$ cat src/rtl/keypad_scan_ctrl.sv
// 4x4 matrix keypad scanner: one active-low column at a time, tick-domain
// debounce of press and release, and a valid/ack hand-off of the encoded key.
module keypad_scan_ctrl #(
  parameter int unsigned SCAN_DIV       = 27000,
  parameter int unsigned DEBOUNCE_TICKS = 4
) (
  input  logic       clk,
  input  logic       rst_n,
  input  logic [3:0] row_in,
  output logic [3:0] col_out,
  output logic [3:0] key_code,
  output logic       key_valid,
  input  logic       key_ack,
  output logic       key_inhibit,
  output logic       overrun
);

  localparam logic [15:0] TICK_LAST = 16'(SCAN_DIV - 1);
  localparam logic [3:0]  DB_LAST   = 4'(DEBOUNCE_TICKS);

  typedef enum logic [1:0] {
    SCAN     = 2'd0,
    DEBOUNCE = 2'd1,
    PRESSED  = 2'd2,
    REL_WAIT = 2'd3
  } state_t;

  // Lowest-index asserted (low) row wins when several rows are down.
  function automatic logic [1:0] lowest_zero(input logic [3:0] rows);
    logic [1:0] idx;
    casez (rows)
      4'b???0: idx = 2'd0;
      4'b??01: idx = 2'd1;
      4'b?011: idx = 2'd2;
      default: idx = 2'd3;
    endcase
    return idx;
  endfunction

  function automatic logic [1:0] col_index(input logic [3:0] cols);
    logic [1:0] idx;
    case (cols)
      4'b1110: idx = 2'd0;
      4'b1101: idx = 2'd1;
      4'b1011: idx = 2'd2;
      4'b0111: idx = 2'd3;
      default: idx = 2'd0;
    endcase
    return idx;
  endfunction

  state_t      state_r, state_nxt_s;
  logic [15:0] tick_cnt_r;
  logic        tick_s;
  logic [3:0]  cnt_r, cnt_nxt_s, cnt_inc_s;
  logic [3:0]  col_out_r, col_nxt_s, col_rot_s;
  logic [3:0]  latch_r, latch_nxt_s;
  logic [3:0]  key_code_r, code_nxt_s;
  logic        key_valid_r, valid_nxt_s;
  logic        overrun_r, ovr_nxt_s;
  logic        key_inhibit_r;

  assign tick_s    = (tick_cnt_r == TICK_LAST);
  assign cnt_inc_s = cnt_r + 4'd1;
  assign col_rot_s = {col_out_r[2:0], col_out_r[3]};

  // Free-running scan tick divider.
  always_ff @(posedge clk or negedge rst_n) begin
    if (!rst_n) begin
      tick_cnt_r <= 16'd0;
    end else if (tick_s) begin
      tick_cnt_r <= 16'd0;
    end else begin
      tick_cnt_r <= tick_cnt_r + 16'd1;
    end
  end

  // Next-state, column, debounce and handshake logic.
  always_comb begin
    state_nxt_s = state_r;
    cnt_nxt_s   = cnt_r;
    col_nxt_s   = col_out_r;
    latch_nxt_s = latch_r;
    code_nxt_s  = key_code_r;
    if (key_ack && key_valid_r) begin
      valid_nxt_s = 1'b0;
    end else begin
      valid_nxt_s = key_valid_r;
    end
    if (key_ack) begin
      ovr_nxt_s = 1'b0;
    end else begin
      ovr_nxt_s = overrun_r;
    end

    case (state_r)
      SCAN: begin
        if (tick_s && (row_in != 4'hF)) begin
          latch_nxt_s = row_in;
          cnt_nxt_s   = 4'd1;
          state_nxt_s = DEBOUNCE;
        end else if (tick_s) begin
          col_nxt_s = col_rot_s;
        end else begin
          state_nxt_s = SCAN;
        end
      end
      DEBOUNCE: begin
        if (tick_s && (row_in == latch_r)) begin
          cnt_nxt_s = cnt_inc_s;
          if (cnt_inc_s == DB_LAST) begin
            state_nxt_s = PRESSED;
          end else begin
            state_nxt_s = DEBOUNCE;
          end
        end else if (tick_s) begin
          cnt_nxt_s   = 4'd0;
          col_nxt_s   = col_rot_s;
          state_nxt_s = SCAN;
        end else begin
          state_nxt_s = DEBOUNCE;
        end
      end
      PRESSED: begin
        // A pending, unacknowledged key is never overwritten.
        if (key_valid_r && !key_ack) begin
          ovr_nxt_s = 1'b1;
        end else begin
          code_nxt_s  = {lowest_zero(latch_r), col_index(col_out_r)};
          valid_nxt_s = 1'b1;
        end
        cnt_nxt_s   = 4'd0;
        state_nxt_s = REL_WAIT;
      end
      REL_WAIT: begin
        if (tick_s && (row_in == 4'hF) && (cnt_inc_s == DB_LAST)) begin
          cnt_nxt_s   = 4'd0;
          col_nxt_s   = col_rot_s;
          state_nxt_s = SCAN;
        end else if (tick_s && (row_in == 4'hF)) begin
          cnt_nxt_s = cnt_inc_s;
        end else if (tick_s) begin
          cnt_nxt_s = 4'd0;
        end else begin
          state_nxt_s = REL_WAIT;
        end
      end
      default: begin
        cnt_nxt_s   = 4'd0;
        state_nxt_s = SCAN;
      end
    endcase
  end

  // State and registered outputs.
  always_ff @(posedge clk or negedge rst_n) begin
    if (!rst_n) begin
      state_r       <= SCAN;
      cnt_r         <= 4'd0;
      col_out_r     <= 4'b1110;
      latch_r       <= 4'hF;
      key_code_r    <= 4'd0;
      key_valid_r   <= 1'b0;
      overrun_r     <= 1'b0;
      key_inhibit_r <= 1'b0;
    end else begin
      state_r       <= state_nxt_s;
      cnt_r         <= cnt_nxt_s;
      col_out_r     <= col_nxt_s;
      latch_r       <= latch_nxt_s;
      key_code_r    <= code_nxt_s;
      key_valid_r   <= valid_nxt_s;
      overrun_r     <= ovr_nxt_s;
      key_inhibit_r <= (state_nxt_s != SCAN);
    end
  end

  assign col_out     = col_out_r;
  assign key_code    = key_code_r;
  assign key_valid   = key_valid_r;
  assign overrun     = overrun_r;
  assign key_inhibit = key_inhibit_r;

endmodule

$ cat config.mk
export PLATFORM = sky130hd
export DESIGN_NAME = keypad_scan_ctrl
export DESIGN_NICKNAME = d
export VERILOG_FILES = /design/src/rtl/keypad_scan_ctrl.sv
export SDC_FILE = /design/constraint.sdc
export NUM_CORES = 1
export LEC_CHECK = 0
export BUFFER_PORTS_ARGS = -buffer_cell sky130_fd_sc_hd__buf_2
export CAP_MARGIN = 20
export CORE_MARGIN = 5
export CORE_UTILIZATION = 40
export CTS_BUF_LIST = sky130_fd_sc_hd__clkbuf_16
export CTS_CLUSTER_SIZE = 16
export DETAILED_ROUTE_END_ITERATION = 12
export GPL_TIMING_DRIVEN = 0
export HOLD_SLACK_MARGIN = 0.15
export PLACE_DENSITY = 0.65
export SKIP_LAST_GASP = 1
export SYNTH_ARGS = -nofsm -noshare
export SYNTH_HDL_FRONTEND = slang
export SYNTH_SLANG_ARGS = --single-unit
$ cat constraint.sdc
create_clock -name clk -period 2 [get_ports clk]
set_input_delay 0.6 -clock clk [delete_from_list [all_inputs] [get_ports clk]]
set_output_delay 0.6 -clock clk [all_outputs]
set_load 0.1 [all_outputs]
==> flow_summary.ini <==
[synth]
synth_ff_type = dfrtp_1
syn_area_mm2 = 0.00190
netlist.area_leader.share = 0.394
async_flop_share = 1.00
ys_seq_area_frac = 0.491
syn_nets = 184
synth_area_per_cell_um2 = 10.9
synth_cells = 175
yosysTopAreaCell = dfrtp_1
yosys-top-cells-area = dfrtp_1 (39%), dfstp_2 (9.7%), xor2_1 (6.4%)
ys_seq_elements = 37
ys_types = 41
yosysWarnings = 0
synth_edf_count = 0

[timing]
max_freq_mhz = 491
setup_slack_ns = -0.0350
maxSlewHeadroom = 0.462
grt_setup_unrepaired = true
max_slew.worst_pin.slew_ns = 0.807
fin_crit_sh = 1.02
skew_ns = 0.00329
min_period_ns = 2.04
setup_violations = 1
finalMaxSlewViolations = 0
finalSetupTns_ns = -0.0350
hold_viol = 0
whs_ns = 0.412

[worst_setup_path]
crit_slowest_cell = or4b_4
cp_max_fo = 4
end_kind = flip-flop
critPathBufInv = 0
arrival_ns = 2.21
critPathLaunchType = flip-flop
required_ns = 2.18
crit_type = reg -> reg
crit_chain = or4b_4 > nor4_4 > nand2_2 > o32a_1 > o311ai_2
cp_top_family = simple AND/OR/NAND/NOR gates
cpPeakStageDelay_ns = 0.55

[floorplanning]
core_mm2 = 0.00466
initial_core_util = 0.408
io-pin-count = 18
row_count = 25
die_area_mm2 = 0.00624
die_h_um = 79.0
chipWidth_um = 79.0

[global_route]
grt_pass1_wl_um = 6250
grt_usage = 0.127
grt_pass1_vias = 1358
overflow = 0
antenna_found_initial = 0
grt_max_degree = 38

[clocking]
cts_tree = built
cts.clk_slew.worst_paths_ns = 0.05
clk_latency_ns = 0.27
cts_sinks = 37
cts_buffers = 5
htree_num_levels = 2
clockBufferDepth = 2
cts.root.buffer_cell = clkbuf_16

[layout]
layout_commonest_cell = dfrtp_1
layout-drive-gt1-share = 0.284
final_cell_mix = dfrtp_1 (30), buf_2 (17), nor2_1 (16)
syn_to_final_growth_pct = 20.8
antenna_cells = 0
fin_nets = 216

[power_and_ir_drop]
power_w = 0.00152
pwr_density_cell_mw_per_mm2 = 659
leakagePower_nw = 1.02
vdd.ir_drop.worst_mv = 0.328

[placed_design]
port_buffers = 17
gp_congestion = 0.781
dp_hpwl_um = 2390

[routing]
drtIter0Drc = 88
firstDrtPassIters = 4
wirelength_um = 3640
via_count = 1364
wl_per_cell_um = 13.9
antenna_left = 0
viasPerCell = 5.21
drcViolationCount = 0

[outcome]
status = finished with violations
violations = negative setup slack

[worst_hold_path]
hold_class = in -> async

[job]
maxCapViolations = 0
-- where the power goes --
group	internal (W)	switching, W	total (W)
clock network	0.000450	0.000281	0.000731
registers	0.000750	0.0000000000000000000172	0.000750
logic	0.00000891	0.0000264	0.0000353
-- kinds of logic (layout without fill, tap and decap cells) --
family	count (synthesis)	count (layout)	share of synthesized area
AOI/OAI and AO/OA	27	27	0.0980
xor gates and xnor gates	20	20	0.0920
adders and majority gates	2	2	0.0131
buffers and inverters	5	38	0.0263
DFF	37	37	0.491
muxes	8	8	0.0473
and+or+nand+nor	76	76	0.232
-- cell usage after synthesis (2+ instances only) --
cell type   n
nand3_1     9
a21oi_1     5
dfstp_2     7
nand3b_1    3
clkbuf_8    2
nor2_1     17
a22o_1      3
nor3b_1     2
and2_1      3
nand2b_1    6
ha_1        2
xor2_1     14
and4_1      4
mux2_1      3
dfrtp_1    30
xnor2_1     6
nand4_1     4
nor2b_1     7
o21ai_0    10
mux2_2      5
nand2_1    13
-- cell type report --
class	instances	area, um^2
Buffer	4	46.3
Clock buffer	5	125
Clock inverter	3	12.5
Fill cell	410	2360
Inverter	1	3.75
Multi-Input combinational cell	133	961
Sequential cell	37	935
Tap cell	54	67.6
Timing Repair Buffer	25	149
-- flip-flops by register name (all words and copies together), names as in the netlist --
signal / count
overrun: 1
key_code: 4
col_out: 4
tick_cnt_r: 16
state_r: 2
key_valid: 1
key_inhibit: 1
latch_r: 4
cnt_r: 4
-- layer usage --
metal,track usage,vias up,part of all wire
li1,-,691,-
met1,0.164,644,0.49
met2,0.201,21,0.46
met3,0.0363,8,0.029
met4,0.0515,0,0.018
met5,0,-,0
-- metrics by stage --
stage	worst slack [ns]	std cells	utilization	instance area, um^2
2_1_floorplan	-0.0757	175	-	1910
3_3_place_gp	-0.540	246	0.442	2060
3_5_place_dp	-0.530	246	0.442	2060
4_1_cts	-0.0413	256	0.477	2220
5_1_grt	-0.128	262	0.493	2300
6_report	-0.0350	262	0.493	2300
-- repair_timing --
item,4_1_cts,5_1_grt
pin swaps,2,3
resized for setup,1,7
hold buffers,0,0
setup endpoints to repair,11,14
buffers inserted,2,6
-- path summary, 6_finish.rpt --
kind,startpoint,end,slack [ns],cells after the start
worst min register to register,tick_cnt_r[0],tick_cnt_r[0],0.45,1
worst max-delay path,tick_cnt_r[10],cnt_r[0],-0.04,5
max in group asynchronous,rst_n,key_code[1],1.07,1
worst min-delay path,rst_n,tick_cnt_r[6],0.41,1
min in group clk,tick_cnt_r[0],tick_cnt_r[0],0.45,1
worst max register to register,tick_cnt_r[10],cnt_r[0],-0.04,5
No activity file was read; power rests on OpenSTA's default activity.
